$ cat src/rtl/rr_arbiter4.sv
// Four-requester round-robin arbiter with a bounded hold time.
// Registered one-hot grant; outputs are decoded straight from state.
module rr_arbiter4 #(
  parameter int MAX_HOLD = 8
) (
  input  logic       clk,
  input  logic       rst,
  input  logic [3:0] req,
  output logic [3:0] grant,
  output logic [1:0] gnt_idx,
  output logic       gnt_valid
);

  typedef enum logic {
    IDLE  = 1'b0,
    GRANT = 1'b1
  } state_e;

  localparam logic [7:0] LAST = 8'(MAX_HOLD - 1);

  state_e     state_q, state_d;
  logic [1:0] owner_q, owner_d;
  logic [7:0] cnt_q, cnt_d;
  logic [1:0] ptr_q, ptr_d;

  logic       busy;
  logic       keep;
  logic [3:0] cand;
  logic       found;
  logic [1:0] win;
  logic [1:0] idx;

  assign busy = (state_q == GRANT);
  assign keep = busy & req[owner_q] & (cnt_q != LAST);

  always_ff @(posedge clk or posedge rst) begin
    if (rst) begin
      state_q <= IDLE;
      owner_q <= 2'd0;
      cnt_q   <= 8'd0;
      ptr_q   <= 2'd0;
    end else begin
      state_q <= state_d;
      owner_q <= owner_d;
      cnt_q   <= cnt_d;
      ptr_q   <= ptr_d;
    end
  end

  // Rotating scan starting at ptr; the current owner is masked out
  // so a timed-out owner yields to anyone else waiting.
  always_comb begin
    cand = req;
    if (busy) cand[owner_q] = 1'b0;
    found = 1'b0;
    win   = ptr_q;
    idx   = ptr_q;
    for (int i = 0; i < 4; i++) begin
      idx = ptr_q + 2'(i);
      if (!found && cand[idx]) begin
        found = 1'b1;
        win   = idx;
      end
    end
  end

  always_comb begin
    state_d = state_q;
    owner_d = owner_q;
    cnt_d   = cnt_q;
    ptr_d   = ptr_q;
    if (keep) begin
      cnt_d = cnt_q + 8'd1;
    end else if (found) begin
      state_d = GRANT;
      owner_d = win;
      cnt_d   = 8'd0;
      ptr_d   = win + 2'd1;
    end else if (busy && req[owner_q]) begin
      cnt_d = 8'd0;
      ptr_d = owner_q + 2'd1;
    end else begin
      state_d = IDLE;
    end
  end

  assign grant     = busy ? (4'b0001 << owner_q) : 4'b0000;
  assign gnt_idx   = busy ? owner_q : 2'd0;
  assign gnt_valid = busy;

endmodule

$ cat config.mk
export PLATFORM = sky130hd
export DESIGN_NAME = rr_arbiter4
export DESIGN_NICKNAME = d
export VERILOG_FILES = /design/src/rtl/rr_arbiter4.sv
export SDC_FILE = /design/constraint.sdc
export NUM_CORES = 1
export LEC_CHECK = 0
export BUFFER_PORTS_ARGS = -buffer_cell sky130_fd_sc_hd__buf_2
export CORE_ASPECT_RATIO = 0.7
export CORE_MARGIN = 2
export CORE_UTILIZATION = 35
export DETAILED_ROUTE_END_ITERATION = 10
export HOLD_SLACK_MARGIN = 0.08
export PLACE_DENSITY = 0.61
export SLEW_MARGIN = 5
export SYNTH_ARGS = -nofsm -noshare
export SYNTH_HDL_FRONTEND = slang
export SYNTH_SLANG_ARGS = --single-unit
$ cat constraint.sdc
create_clock -name clk -period 3.85 [get_ports clk]
set_input_delay 0.77 -clock clk [delete_from_list [all_inputs] [get_ports clk]]
set_output_delay 0.77 -clock clk [all_outputs]
set_load 0.03 [all_outputs]
After elaboration in Yosys (flattened, before gate mapping)
Cells that the tools add are included.

storage, ports and cells
  bits in registers = 13
  bits of input ports = 6
  output and inout bits = 7

operators by class
  add/subtract/negate cells = 6
  magnitude comparators = 6
  eq/ne operators = 2
  shifts and indexed selects = 1
  muxes and demuxes = 29
  bitwise operators = 5
  reduce and logical (&&, ||, !) cells = 13

operator list
  cell                   count
  $mux W8                3
  $lt A2 B3 Y1 const B   5
  $mux W1                12
  $mux W2                6
  $bmux W1 S2            5
  $add A8 B1 Y8 const B  1
  $mux W4                2
  $ne A8 B3 Y1 const B   1
  $add A2 B1 Y2 const B  3
  $reduce_and A2 Y1      3
  $logic_and A1 B1 Y1    5
  $add A2 B2 Y2 const B  2
  $and A4 B4 Y4          1
  $not A4 Y4             1
  $shl A1 B2 Y4 const A  1
  $logic_not A1 Y1       3
  $reduce_bool A3 Y1     1
  $and A1 B1 Y1          2
  $demux W1 S2           1
  $ge A2 B1 Y1 const B   1
  $ne A2 B2 Y1 const B   1
  $reduce_bool A2 Y1     1
  $not A1 Y1             1

Logic depth before layout (Yosys ltp)
  depth in word-level cells = 21
  gate-level depth with buffers = 8
  depth with buffers taken out = 7

Worst setup path after synthesis
OpenSTA, ideal clock, no wires.

  kind = input to register
  start = input req[0]
  end = register ptr_q[1]
  library setup time = 0.125 ns
  arrival = 2.038 ns
  required time = 3.725 ns
  setup slack = 1.687 ns
  cell stages on the path = 7
  path buffers = 1
  cells stage by stage = buf_2 -> nor4bb_1 -> or3_1 -> and2_4 -> nor2_1 -> a21oi_2 -> mux2_2

on the way
  longest elaborated chain between the ends = 16
  elaborated cells on any way between the ends = 33

ends and longest elaborated chain
  what                                                 RTL line  RTL
  start, declared                                      8         input logic [3:0] req,
  $and A4 B4 Y4 (no line)                              n/a
  $mux W4                                              54        if (busy) cand[owner_q] = 1'b0;
  $bmux W1 S2                                          60        if (!found && cand[idx]) begin
  $mux W1 (not written as such)                        60
  $mux W1                                              60
  $logic_not A1 Y1                                     60
  $logic_and A1 B1 Y1                                  60
  $mux W1                                              60
  $logic_not A1 Y1                                     60
  $logic_and A1 B1 Y1                                  60
  $mux W1                                              60
  $logic_not A1 Y1                                     60
  $logic_and A1 B1 Y1                                  60
  $mux W2 or $mux W1 (tied branches)                   60
  $add A2 B1 Y2 or $reduce_bool A2 Y1 (tied branches)  n/a
  $mux W2 or $reduce_and A2 Y1 (tied branches)         n/a
  end signal, assigned                                 46        ptr_q <= ptr_d;
  end, declared                                        24        logic [1:0] ptr_q, ptr_d;

Parallel ways exist; a longest one is shown, timed or not. The select of a mux whose other input is x is not followed.
A chain may end at the register's enable or synchronous reset.

Final worst setup path
  start = register owner_q[1]
  end = output grant[2]

on the way
  longest elaborated chain between the ends = 2

ends and longest elaborated chain
  what                    RTL line  RTL
  start, declared         22        logic [1:0] owner_q, owner_d;
  start signal, assigned  44        owner_q <= owner_d;
  $shl A1 B2 Y4           87        assign grant = busy ? (4'b0001 << owner_q) : 4'b0000;
  $mux W4                 87
  end, declared           9         output logic [3:0] grant,

Every way passes these cells.

==> results by stage <==
Clock tree:
- After clock tree synthesis, the setup repair step added 0 buffers.
- The clock net in this run drives a total of 13 sinks.
- CTS built an H-tree with a depth of 1.
- TritonCTS built the clock tree.
- Clock latency on the worst-skew pair, taken at its later pin, is between 0.2 and 0.25 ns.
- Post-CTS repair changed the size of 0 cells.
- The clock-pin slew of the registers on the worst-case setup and hold paths is approximately 0.05 ns.
- In this run, CTS created clock tree buffers numbering 3.
- Hold repair after CTS inserted 0 buffers.
- The maximum clock path buffer count is 2.
- The root cell of the clock tree is sky130_fd_sc_hd__clkbuf_8.

Synth:
- The number of nets in the synthesized netlist is 130.
- Yosys mapped a number of flops with a built-in enable equal to 0.
- The flop and latch count out of synthesis is 13.
- Of the total synthesized cell area, the portion taken by XOR and XNOR cells is 0.0254.
- The largest family of logic cells by synthesized area is compound AO/OA/AOI/OAI gates.
- In the synthesized netlist, the cells that appear most often are 13 x sky130_fd_sc_hd__dfrtp_1, 13 x sky130_fd_sc_hd__nor2_1, 12 x sky130_fd_sc_hd__nand2_1, 10 x sky130_fd_sc_hd__inv_1, 9 x sky130_fd_sc_hd__o21ai_1.
- The mean cell area of the mapped netlist is about 8.4 sq um.
- The distinct cell type count after synthesis is 48.
- The sequential fraction of the synthesis area is 0.315.
- After synthesis, the cell types taking the most area are sky130_fd_sc_hd__dfrtp_1 31%, sky130_fd_sc_hd__nor2_1 4.7%, sky130_fd_sc_hd__o21ai_1 4.4%.
- The share of the synthesized area in compound gates (AO/OA/AOI/OAI) is 0.248.
- The most used flip-flop cell after synthesis is sky130_fd_sc_hd__dfrtp_1.
- The simple-gate area share of the yosys netlist is 0.237.
- Of the post-synthesis cell area, the dominant cell type holds 0.315.
- The cell area that synthesis handed to floorplanning was 0.00103 sq mm.
- For this run, the number of Yosys warnings is 0.
- The cell taking the most area after synthesis is sky130_fd_sc_hd__dfrtp_1.
- The adder and majority cell fraction of the synthesized area is 0.0121.
- In the synthesized netlist the async set-or-reset flop fraction comes to 1.00.
- Of the post-synthesis cell area, the part taken by muxes is 0.0823.
- Synthesis produced a netlist whose cell count is around 120.

Finish:
- Of the cells placed in the final design, the portion with a size suffix greater than 1 is 0.180.
- The net count of the finished layout is 141.
- Once layout is complete, the cells apart from fillers number roughly 170.
- The area added between synthesis and finish is 10.2%.
- The utilization of the core after routing is 0.406.
- The repair_antennas step left the layout with diodes totalling 0.

Routing:
- In this run the remaining antenna-violating nets after routing total 0.
- In the routed layout, each cell is associated on average with a via count of 5.21.
- For this run, the detailed router's first-pass iteration total came to 4.
- The total vias in the final route is 880.
- The DRC marker count from the first detailed-route iteration is between 50 and 60.
- Dividing the detail-routed wire length by the instance count gives between 10 and 15 microns.
- The final layout contains routed wiring with a total length of roughly 2000 microns.
- In the routed design, unresolved DRC markers number 0.

Die:
- The effective utilization at floorplan is 0.369.
- The number of top-level pins is 13.
- The area of the core is 0.00280 sq mm.
- The y dimension of the die is around 50 microns.
- The initialized floorplan defines 16 standard-cell rows.
- The die covers approximately 0.0034 sq mm.
- From left edge to right edge, the die measures slightly below 70 microns.

Power:
- The combinational share of power is 0.588.
- Across the VDD grid, the largest voltage drop is 0.212 mV.
- The internal power is between 400 and 500 uW.
- The net switching fraction of the power is 0.487.
- The analysis attributes to net switching a power of between 400 and 500 uW.
- The share of total power dissipated in sequential elements is 0.285.
- Power spread over the standard cell area amounts to between 700 and 800 mW/mm^2.
- The power share of the clock group is 0.127.
- The analysis attributes to cell leakage a power of between 0.0005 and 0.0006 uW.

Critical path:
- The minimum setup slack among reg-to-reg paths is 1.72 ns.
- For the worst setup path, the data required time is ~3 ns.
- The number of cells traversed by the worst register-to-register path is 6.
- The worst setup path is launched from a flop.
- The critical path endpoint category is an output port.
- The largest fanout of any net on the critical path is 15.
- The critical path in this run is classified as reg2out.
- The critical path arrival is ~1.4 ns.

GRT:
- The total routing usage reported by global routing is 0.136.
- The number of global-route vias before repair is 761.
- The global-route wire length before repair is between 3000 and 4000 microns.
- The number of antenna violations at the first check in global routing came to 0.
- The maximum number of pins on one net before global-route repair is 16.
- The global-route congestion overflow total is 0.

Timing:
- The headroom to the max-slew limit is 0.606.
- The total count of max-transition violations in the final report was 0.
- The post-layout minimum cycle time is 2.17 ns.
- In the finished design, the share of the clock period the worst path needs comes to 0.563.
- The final hold slack is 0.488 ns.
- The measured slew at the worst slew-check pin is about 0.59 ns.
- The number of failing setup endpoints in the final timing report is 0.
- For the final database, setup skew stands at about 0.0044 ns.
- The maximum operating frequency is between 400 and 500 MHz.
- Setup total negative slack on the finished layout was measured at 0 ns.
- The number of hold violations in the final report is 0.
- Setup repair after global routing left no endpoint under its margin.

Placement:
- Buffers placed on the I/O ports in this run total 12.
- Counting tap cells, the placed design contains a total of roughly 170 instances.
- The HPWL reported at the end of detailed placement is 1620 microns.
- The placer's final routability congestion estimate is approximately 0.91.

Outcome:
- The run finished with clean final reports.

Job:
- The number of maximum-capacitance constraint violations is 0.

Worst hold path:
- In this run the worst hold path is classified as reg2reg.
- The cell count of the worst hold path is 1.
[worst paths after layout]
path,startpoint,endpoint
setup / recovery,owner_q[1],grant[2]
hold / removal,cnt_q[7],cnt_q[7]
setup reg to reg,owner_q[1],ptr_q[1]
hold reg to reg,cnt_q[7],cnt_q[7]
max in group asynchronous,rst,owner_q[1]
min in group asynchronous,rst,cnt_q[1]
[cells by family after synthesis]
family,Yosys count
flip-flops,13
adder cells (fa/ha/maj),1
buffers and inverters,16
AND/OR/NAND/NOR,46
multiplexers,8
AO/OA/AOI/OAI,36
XOR/XNOR,3
[sequential cells by signal (all words and copies together), names as in the netlist]
| name | flops |
|---|---|
| cnt_q | 8 |
| owner_q | 2 |
| ptr_q | 2 |
| gnt_valid | 1 |
[stage by stage]
| stage | setup WS (ns) | total power, uW | instance area, sq um |
|---|---|---|---|
| final | 1.68 | 910 | 1140 |
| after global routing | 1.51 | 995 | 1140 |
| after CTS | 1.70 | 916 | 1140 |
| after detailed placement | 1.53 | 794 | 1090 |
| after global placement | 1.55 | 798 | 1090 |
| after floorplan | 1.69 | 717 | 1030 |
[metal layers]
metal / part of all wire / global-route usage / up-vias
met3: 0.036 / 0.0434 / 0
met2: 0.41 / 0.173 / 16
met4: 0 / 0.00980 / 0
met1: 0.55 / 0.225 / 398
met5: 0 / 0 / -
li1: - / - / 466
[area by class of cell]
cell class / instances / area (sq um)
Fill cell: 293 / 1660
Multi-Input combinational cell: 94 / 626
Sequential cell: 13 / 325
Timing Repair Buffer: 12 / 60.1
Clock buffer: 4 / 45.0
Tap cell: 36 / 45.0
Inverter: 10 / 37.5
[worst max-delay path, cell delays in order (launching register included)]
cell	delay (ns)
sky130_fd_sc_hd__dfrtp_1	0.68
sky130_fd_sc_hd__inv_1	0.16
sky130_fd_sc_hd__nor2_1	0.12
sky130_fd_sc_hd__buf_2	0.20
[cells in the final DEF, fill, tap and decap left out, drive strengths merged, types with 2 or more instances in the layout]
cell,instances
buf,12
inv,10
a211oi,2
a22oi,2
nor2,13
nand2,12
clkbuf,4
xnor2,2
nor4b,2
o21ai,12
nand3,4
mux2i,4
a31oi,2
a21oi,4
and3,3
o22ai,3
nor2b,2
mux2,4
nand2b,2
dfrtp,13
[power by group through the flow]
| stage | clock network [uW] | registers [uW] | logic [uW] |
|---|---|---|---|
| 2_1_floorplan | 0 | 208 | 509 |
| 3_3_place_gp | 0 | 261 | 538 |
| 3_5_place_dp | 0 | 261 | 534 |
| 4_1_cts | 122 | 257 | 537 |
| 5_1_grt | 129 | 268 | 598 |
| 6_report | 116 | 259 | 535 |
Note: power is estimated with default switching activity, not from simulation.
